--- src/rtl/serial_word_rx_pkg.sv ---
// serial_word_rx_pkg: framing constants and FSM state encoding shared by the
// serial receiver and the serializer-side framing logic.
package serial_word_rx_pkg;
    typedef enum logic [1:0] {
        ST_IDLE   = 2'd0,
        ST_DATA   = 2'd1,
        ST_PARITY = 2'd2,
        ST_STOP   = 2'd3
    } rx_state_t;

    localparam logic START_BIT  = 1'b1;
    localparam logic STOP_BIT   = 1'b0;
    localparam logic IDLE_LEVEL = 1'b0;
endpackage

--- src/rtl/serial_word_rx_if.sv ---
// serial_word_rx_if: valid/ready word port between the receiver and its consumer.
//   Q      received word, stable while valid=1 (driven by master)
//   valid  Q holds an unread word (driven by master)
//   ready  consumer accepts Q when valid & ready (driven by slave)
interface serial_word_rx_if #(
    parameter int N = 8
);
    logic [N-1:0] Q;
    logic         valid;
    logic         ready;

    modport master (output Q, output valid, input ready);
    modport slave  (input Q, input valid, output ready);
endinterface

--- src/rtl/serial_word_rx.sv ---
// serial_word_rx: framed serial-to-parallel receiver (start, N data bits MSB
// first, optional even parity, stop) presenting words on a valid/ready port.
//   clk        system clock, rising edge
//   rstn       asynchronous active-low reset
//   Sin        serial line, idles 0
//   rx         word port (Q/valid out, ready in)
//   busy       frame in progress
//   parity_err one-cycle pulse, parity mismatch, word discarded
//   frame_err  one-cycle pulse, stop bit was 1, word discarded
//   overrun    sticky: good word dropped while valid & !ready; cleared by handshake
module serial_word_rx
    import serial_word_rx_pkg::*;
#(
    parameter int N         = 8,
    parameter bit PARITY_EN = 1'b1
) (
    input  logic                     clk,
    input  logic                     rstn,
    input  logic                     Sin,
    serial_word_rx_if.master         rx,
    output logic                     busy,
    output logic                     parity_err,
    output logic                     frame_err,
    output logic                     overrun
);
    localparam int CW = $clog2(N);
    localparam logic [CW-1:0] LAST = CW'(N - 1);

    rx_state_t     st, st_nx;
    logic [CW-1:0] cnt;
    logic [N-1:0]  sr;
    logic [N-1:0]  q_r;
    logic          p;
    logic          valid_r;
    logic          stop_bad, par_bad, good, take, accept;

    always_ff @(posedge clk or negedge rstn) begin
        if (!rstn) st <= ST_IDLE;
        else       st <= st_nx;
    end

    // The stop sample always returns to IDLE, so a 1 seen at STOP can never
    // be taken as the next start bit.
    always_comb begin
        st_nx = st;
        case (st)
            ST_IDLE:   st_nx = (Sin == START_BIT) ? ST_DATA : ST_IDLE;
            ST_DATA:   st_nx = (cnt == LAST) ? (PARITY_EN ? ST_PARITY : ST_STOP) : ST_DATA;
            ST_PARITY: st_nx = ST_STOP;
            ST_STOP:   st_nx = ST_IDLE;
            default:   st_nx = ST_IDLE;
        endcase
    end

    always_comb begin
        busy = (st != ST_IDLE);
    end

    // Stop-bit error outranks parity; both are only meaningful on the STOP sample.
    assign stop_bad = (st == ST_STOP) && (Sin != STOP_BIT);
    assign par_bad  = (st == ST_STOP) && PARITY_EN && (^{sr, p});
    assign good     = (st == ST_STOP) && !stop_bad && !par_bad;
    assign take     = valid_r && rx.ready;
    assign accept   = good && (!valid_r || rx.ready);

    always_ff @(posedge clk or negedge rstn) begin
        if (!rstn) begin
            cnt        <= '0;
            sr         <= '0;
            p          <= 1'b0;
            q_r        <= '0;
            valid_r    <= 1'b0;
            parity_err <= 1'b0;
            frame_err  <= 1'b0;
            overrun    <= 1'b0;
        end else begin
            cnt        <= (st == ST_DATA && cnt != LAST) ? cnt + 1'b1 : '0;
            sr         <= (st == ST_DATA) ? {sr[N-2:0], Sin} : sr;
            p          <= (st == ST_PARITY) ? Sin : p;
            q_r        <= accept ? sr : q_r;
            valid_r    <= accept ? 1'b1 : (take ? 1'b0 : valid_r);
            frame_err  <= stop_bad;
            parity_err <= par_bad && !stop_bad;
            overrun    <= take ? 1'b0 : ((good && valid_r && !rx.ready) ? 1'b1 : overrun);
        end
    end

    assign rx.Q     = q_r;
    assign rx.valid = valid_r;
endmodule

--- src/flat_wrapper.sv ---
// flat-port wrapper written by rule: the top's interface ports become plain ports
module serial_word_rx_flat import serial_word_rx_pkg::*;
#(
    parameter int N         = 8,
    parameter bit PARITY_EN = 1'b1
)
  (clk, rstn, Sin, busy, parity_err, frame_err, overrun, rx_Q, rx_valid, rx_ready);
  serial_word_rx_if #(.N(N)) rx_i ();
  input  logic clk;
  input  logic rstn;
  input  logic Sin;
  output logic busy;
  output logic parity_err;
  output logic frame_err;
  output logic overrun;
  output wire logic [$bits(rx_i.Q)-1:0] rx_Q;
  output wire logic [$bits(rx_i.valid)-1:0] rx_valid;
  input wire logic [$bits(rx_i.ready)-1:0] rx_ready;
  assign rx_Q = rx_i.Q;
  assign rx_valid = rx_i.valid;
  assign rx_i.ready = rx_ready;
  serial_word_rx #(.N(N), .PARITY_EN(PARITY_EN)) u_core (.clk(clk), .rstn(rstn), .Sin(Sin), .rx(rx_i), .busy(busy), .parity_err(parity_err), .frame_err(frame_err), .overrun(overrun));
endmodule
--- config.mk ---
export PLATFORM = sky130hd
export DESIGN_NAME = serial_word_rx_flat
export DESIGN_NICKNAME = d
export VERILOG_FILES = /design/src/rtl/serial_word_rx_pkg.sv /design/src/rtl/serial_word_rx_if.sv /design/src/rtl/serial_word_rx.sv /design/src/flat_wrapper.sv
export SDC_FILE = /design/constraint.sdc
export NUM_CORES = 1
export LEC_CHECK = 0
export BUFFER_PORTS_ARGS = -buffer_cell sky130_fd_sc_hd__buf_2
export CORE_MARGIN = 4
export CORE_UTILIZATION = 35
export CTS_CLUSTER_SIZE = 16
export DETAILED_ROUTE_END_ITERATION = 7
export GPL_TIMING_DRIVEN = 1
export SYNTH_ARGS = -nofsm -noshare
export SYNTH_HDL_FRONTEND = slang
export SYNTH_SLANG_ARGS = --single-unit
--- constraint.sdc ---
create_clock -name clk -period 3.6 [get_ports clk]
set_input_delay 0.54 -clock clk [delete_from_list [all_inputs] [get_ports clk]]
set_output_delay 0.54 -clock clk [all_outputs]
set_load 0.02 [all_outputs]
# == Word-level counts from Yosys, hierarchy flattened ==
# Cells that the tools add are included.
# totals
reg_bits,26
output_inout_bits,13
elab_cells,43
input_bits,4
# classes
eq_ne,5
reduce_logical,20
n_addsub,1
muxes,8
# op_table
op,n
1-bit logical AND,10
9-bit XOR reduction,1
2-bit one-hot mux with 4 select lines,1
2-bit nonzero test,3
1-bit 2-to-1 mux,5
"2-bit equality test, second input constant",2
1-bit zero test,4
"3-bit by 1-bit adder with 3-bit output, second input constant",1
"3-bit equality test, second input constant",1
3-bit 2-to-1 mux,1
"3-bit != test, second input constant",1
"2-bit by 1-bit equality test with 1-bit output, second input constant",1
2-bit zero test,1
2-bit 2-to-1 mux,1
1-bit logical OR,1

# == Logic depth before layout (Yosys ltp) ==
# logic_depth
ltp_word,9
depth_mapped,4

# == Least setup slack after synthesis ==
# No wires, ideal clock.
# synth_timing
path_type,reg2reg
start,register u_core.sr[1]
end,"register u_core.q_r[0], in the netlist u_core.rx.Q[0]"
arrival_ps,1670
setup_time_ps,125
path_stages_with_launch,5
path_buffers,0
path_slack_ps,1805
required_ps,3475
cell_sequence,dfrtp_1 -> xor2_1 -> xnor3_2 -> mux2i_4 -> mux2_2
# synth_via
elab_chain_cells,5
# synth_rtl
element,line,text
"start, declared",serial_word_rx.sv:31,logic [N-1:0] sr;
"start signal, assigned",serial_word_rx.sv:78,"sr <= (st == ST_DATA) ? {sr[N-2:0], Sin} : sr;"
9-bit XOR reduction,serial_word_rx.sv:61,"assign par_bad = (st == ST_STOP) && PARITY_EN && (^{sr, p});"
1-bit logical AND,serial_word_rx.sv:61,
1-bit zero test,serial_word_rx.sv:62,assign good = (st == ST_STOP) && !stop_bad && !par_bad;
1-bit logical AND,serial_word_rx.sv:62,
1-bit logical AND,serial_word_rx.sv:64,assign accept = good && (!valid_r || rx.ready);
"end signal, assigned",serial_word_rx.sv:80,q_r <= accept ? sr : q_r;
"end, declared",serial_word_rx.sv:32,logic [N-1:0] q_r;
# Every way passes these cells.
# A chain may end at the register's enable or synchronous reset.

# == Worst setup path after layout ==
# layout_timing
start,register u_core.sr[1]
end,"register u_core.q_r[1], in the netlist u_core.rx.Q[1]"
# layout_via
elab_chain_cells,5
# layout_rtl
element,line
9-bit XOR reduction,serial_word_rx.sv:61
1-bit logical AND,serial_word_rx.sv:61
1-bit zero test,serial_word_rx.sv:62
1-bit logical AND,serial_word_rx.sv:62
1-bit logical AND,serial_word_rx.sv:64
# Several ways; a longest one is shown, not always the timed one.

==> results.json <==
{
  "status": "finished, final reports clean",
  "use_met2_pct": 15.1,
  "maxSlewViolCount": 0,
  "coreArea_um2": 3030,
  "placementRows": 20,
  "avgSynthCellArea_um2": 15.0,
  "final.setup_skew_ps": 3.92,
  "startpoint_type": "register",
  "cts_resized": 0,
  "worstMarginPinSlew_ps": 567,
  "avgRoutedWirePerCell_um": 12.4,
  "period_minus_slack_ps": 1970,
  "r2r-start": "u_core.sr[1]",
  "synth_top_area_share_pct": 59.5,
  "crit_family": "multiplexers",
  "dp_hpwl_mm": 1.18,
  "slew_headroom_pct": 62.2,
  "cts-hold-fix-buffers": 0,
  "critPathSlowestCell": "xnor3_2",
  "crit_fanout": 8,
  "powerDensity_nw_per_um2": 984,
  "r2r_cells": 4,
  "grt_use_total_pct": 9.90,
  "fp.dieH_um": 63.9,
  "crit_chain": "xor2_1 > xnor3_2 > mux2i_4 > mux2_2",
  "syn2layout_area_growth_pct": 14.1,
  "die_w_um": 63.9,
  "critPathKind": "register to register",
  "synth_common_cells": "dfrtp_1 (26), mux2_2 (17), nor3b_1 (3), xnor2_1 (3)",
  "reg2reg_slack_ps": 1630,
  "antenna_found_initial": 0,
  "irDropWorstVdd_mv": 0.340,
  "synth-warning-count": 0,
  "yosysTopAreaCell": "dfrtp_1",
  "max_stage_delay_ps": 460,
  "power_w": 0.00123,
  "fin_setup_tns_ps": 0,
  "vias_per_cell": 4.58,
  "end_kind": "register",
  "grt_busiest_layer": "met2",
  "setup_violations": 0,
  "io_pins": 17,
  "post_cts_buffers": 0,
  "fill_cells": 287,
  "cp_num_cells": 4,
  "initialDrtViolationCount": 23,
  "synth_area_um2": 1090,
  "n_antenna_cell": 0,
  "rsz0062_at_grt": "no",
  "numCtsBuffers": 3,
  "crit_buf_inv": 0,
  "ys_types": 23,
  "cp.arrival_ps": 2180,
  "leakage_nw": 0.617,
  "syn-num-nets": 79,
  "synth_enable_flop_cells": 0,
  "layout-drive-gt1-share_pct": 42.9,
  "synth_most_common_cell": "dfrtp_1",
  "fmax_mhz": 509,
  "grt_first_pass_wirelength_mm": 3.11,
  "cts_sinks": 26,
  "gr-usage-met3_pct": 2.46,
  "start_util_pct": 36.1,
  "yosysSeqAreaShare_pct": 59.5,
  "worst_ep_required_time_ps": 3820,
  "grt_overflow": 0,
  "timing.rr.end": "u_core.rx.Q[1]",
  "fin_crit_sh_pct": 54.6,
  "clockRootBuffer": "clkbuf_4",
  "holdCritPathClass": "input pin to asynchronous set/reset pin",
  "cts_tree": "yes",
  "drv_cap": 0,
  "grt_max_degree": 27,
  "h-tree-depth": 1,
  "ys_seq_elements": 26,
  "use_met1_pct": 12.7,
  "synthTopCellsByArea": "dfrtp_1 (59%), mux2_2 (18%), xnor2_1 (2.4%), ha_1 (2.3%), xnor3_2 (2.2%)",
  "clkLatencyLatePin_ps": 310,
  "grt_pass1_vias": 663,
  "ys.flop_type": "dfrtp_1",
  "nets": 99,
  "path_clk_slew_ps": 130,
  "via_count": 618,
  "io_buffers": 16,
  "design.die.area_um2": 4080,
  "hold_violations": 0,
  "ctsLongestPathBuffers": 2,
  "drc": 0,
  "syn-instance-count": 73,
  "place.gp.congestion": 0.734,
  "postRouteAntennaNets": 0,
  "drt_pass1_iterations": 4,
  "synthArstFlopShare_pct": 100,
  "wl_mm": 1.68
}
## state kept, by name (all words and copies together) (netlist names), named ones only
signal,cells
u_core.p,1
u_core.parity_err,1
u_core.cnt,3
u_core.overrun,1
u_core.st,1
u_core.sr,8
u_core.rx.Q,8
u_core.rx.valid,1
u_core.frame_err,1
## power breakdown
part,total (W),switching [W],internal (W)
registers,0.000496,0.0000853,0.000411
clock network,0.000121,0.0000816,0.0000392
logic,0.000610,0.000279,0.000331
## stage by stage
step	cells	util (%)	area, um2	setup WS (ps)	hold WS, ps
floorplan	73	-	1090	1810	244
global placement	132	40.5	1220	1670	425
detailed placement	132	40.5	1220	1630	436
CTS	135	41.2	1250	1600	215
global route	135	41.2	1250	1530	223
finish	135	41.2	1250	1630	194
## cells by family (layout without fill, tap and decap cells)
family,count (synthesis),count (layout),share of synthesized area (%)
adder cells (fa/ha/maj),2,2,2.29
XOR/XNOR,6,6,7.44
flip-flops,26,26,59.5
AO/OA/AOI/OAI,4,4,2.63
AND/OR/NAND/NOR,14,14,7.55
multiplexers,18,18,19.6
buffers and inverters,3,21,1.03
## area by class of cell
type | instances | area [um2] | share of cell area, %
multi-input combinational | 44 | 432 | 34.6
sequential | 26 | 651 | 52.2
tap | 44 | 55.1 | 4.41
clock buffer | 3 | 22.5 | 1.81
inverter | 2 | 7.51 | 0.602
timing repair buffer | 16 | 80.1 | 6.42
## how the worst max path moves through the flow
stage | from | to | slack, ps
finish | u_core.sr[1] | u_core.rx.Q[1] | 1630
global route | u_core.sr[1] | u_core.rx.Q[0] | 1530
CTS | u_core.sr[1] | u_core.rx.Q[3] | 1600
detailed placement | u_core.sr[1] | u_core.rx.Q[5] | 1630
global placement | u_core.sr[1] | u_core.rx.Q[2] | 1670
floorplan | u_core.sr[1] | u_core.rx.Q[0] | 1810
## cells in the final DEF, fill, tap and decap left out
master	Yosys	routed
a21o_1	1	1
a32o_1	1	1
and3_1	1	1
buf_2	0	16
clkbuf_4	0	3
dfrtp_1	26	26
ha_1	2	2
inv_1	2	2
mux2_2	17	17
mux2i_4	1	1
nand2_1	1	1
nand2b_1	2	2
nand3b_1	1	1
nor2_1	2	2
nor2b_1	1	1
nor3_1	2	2
nor3b_1	3	3
o21ai_0	1	1
o22ai_1	1	1
or2_2	1	1
xnor2_1	3	3
xnor3_1	1	1
xnor3_2	1	1
xor2_1	1	1
## layer usage
layer,routed length [um],vias to the layer above
met3,52,0
met2,828,13
met4,0,0
li1,-,293
met1,798,312
met5,0,-
Power figures use the tool's default switching activity.
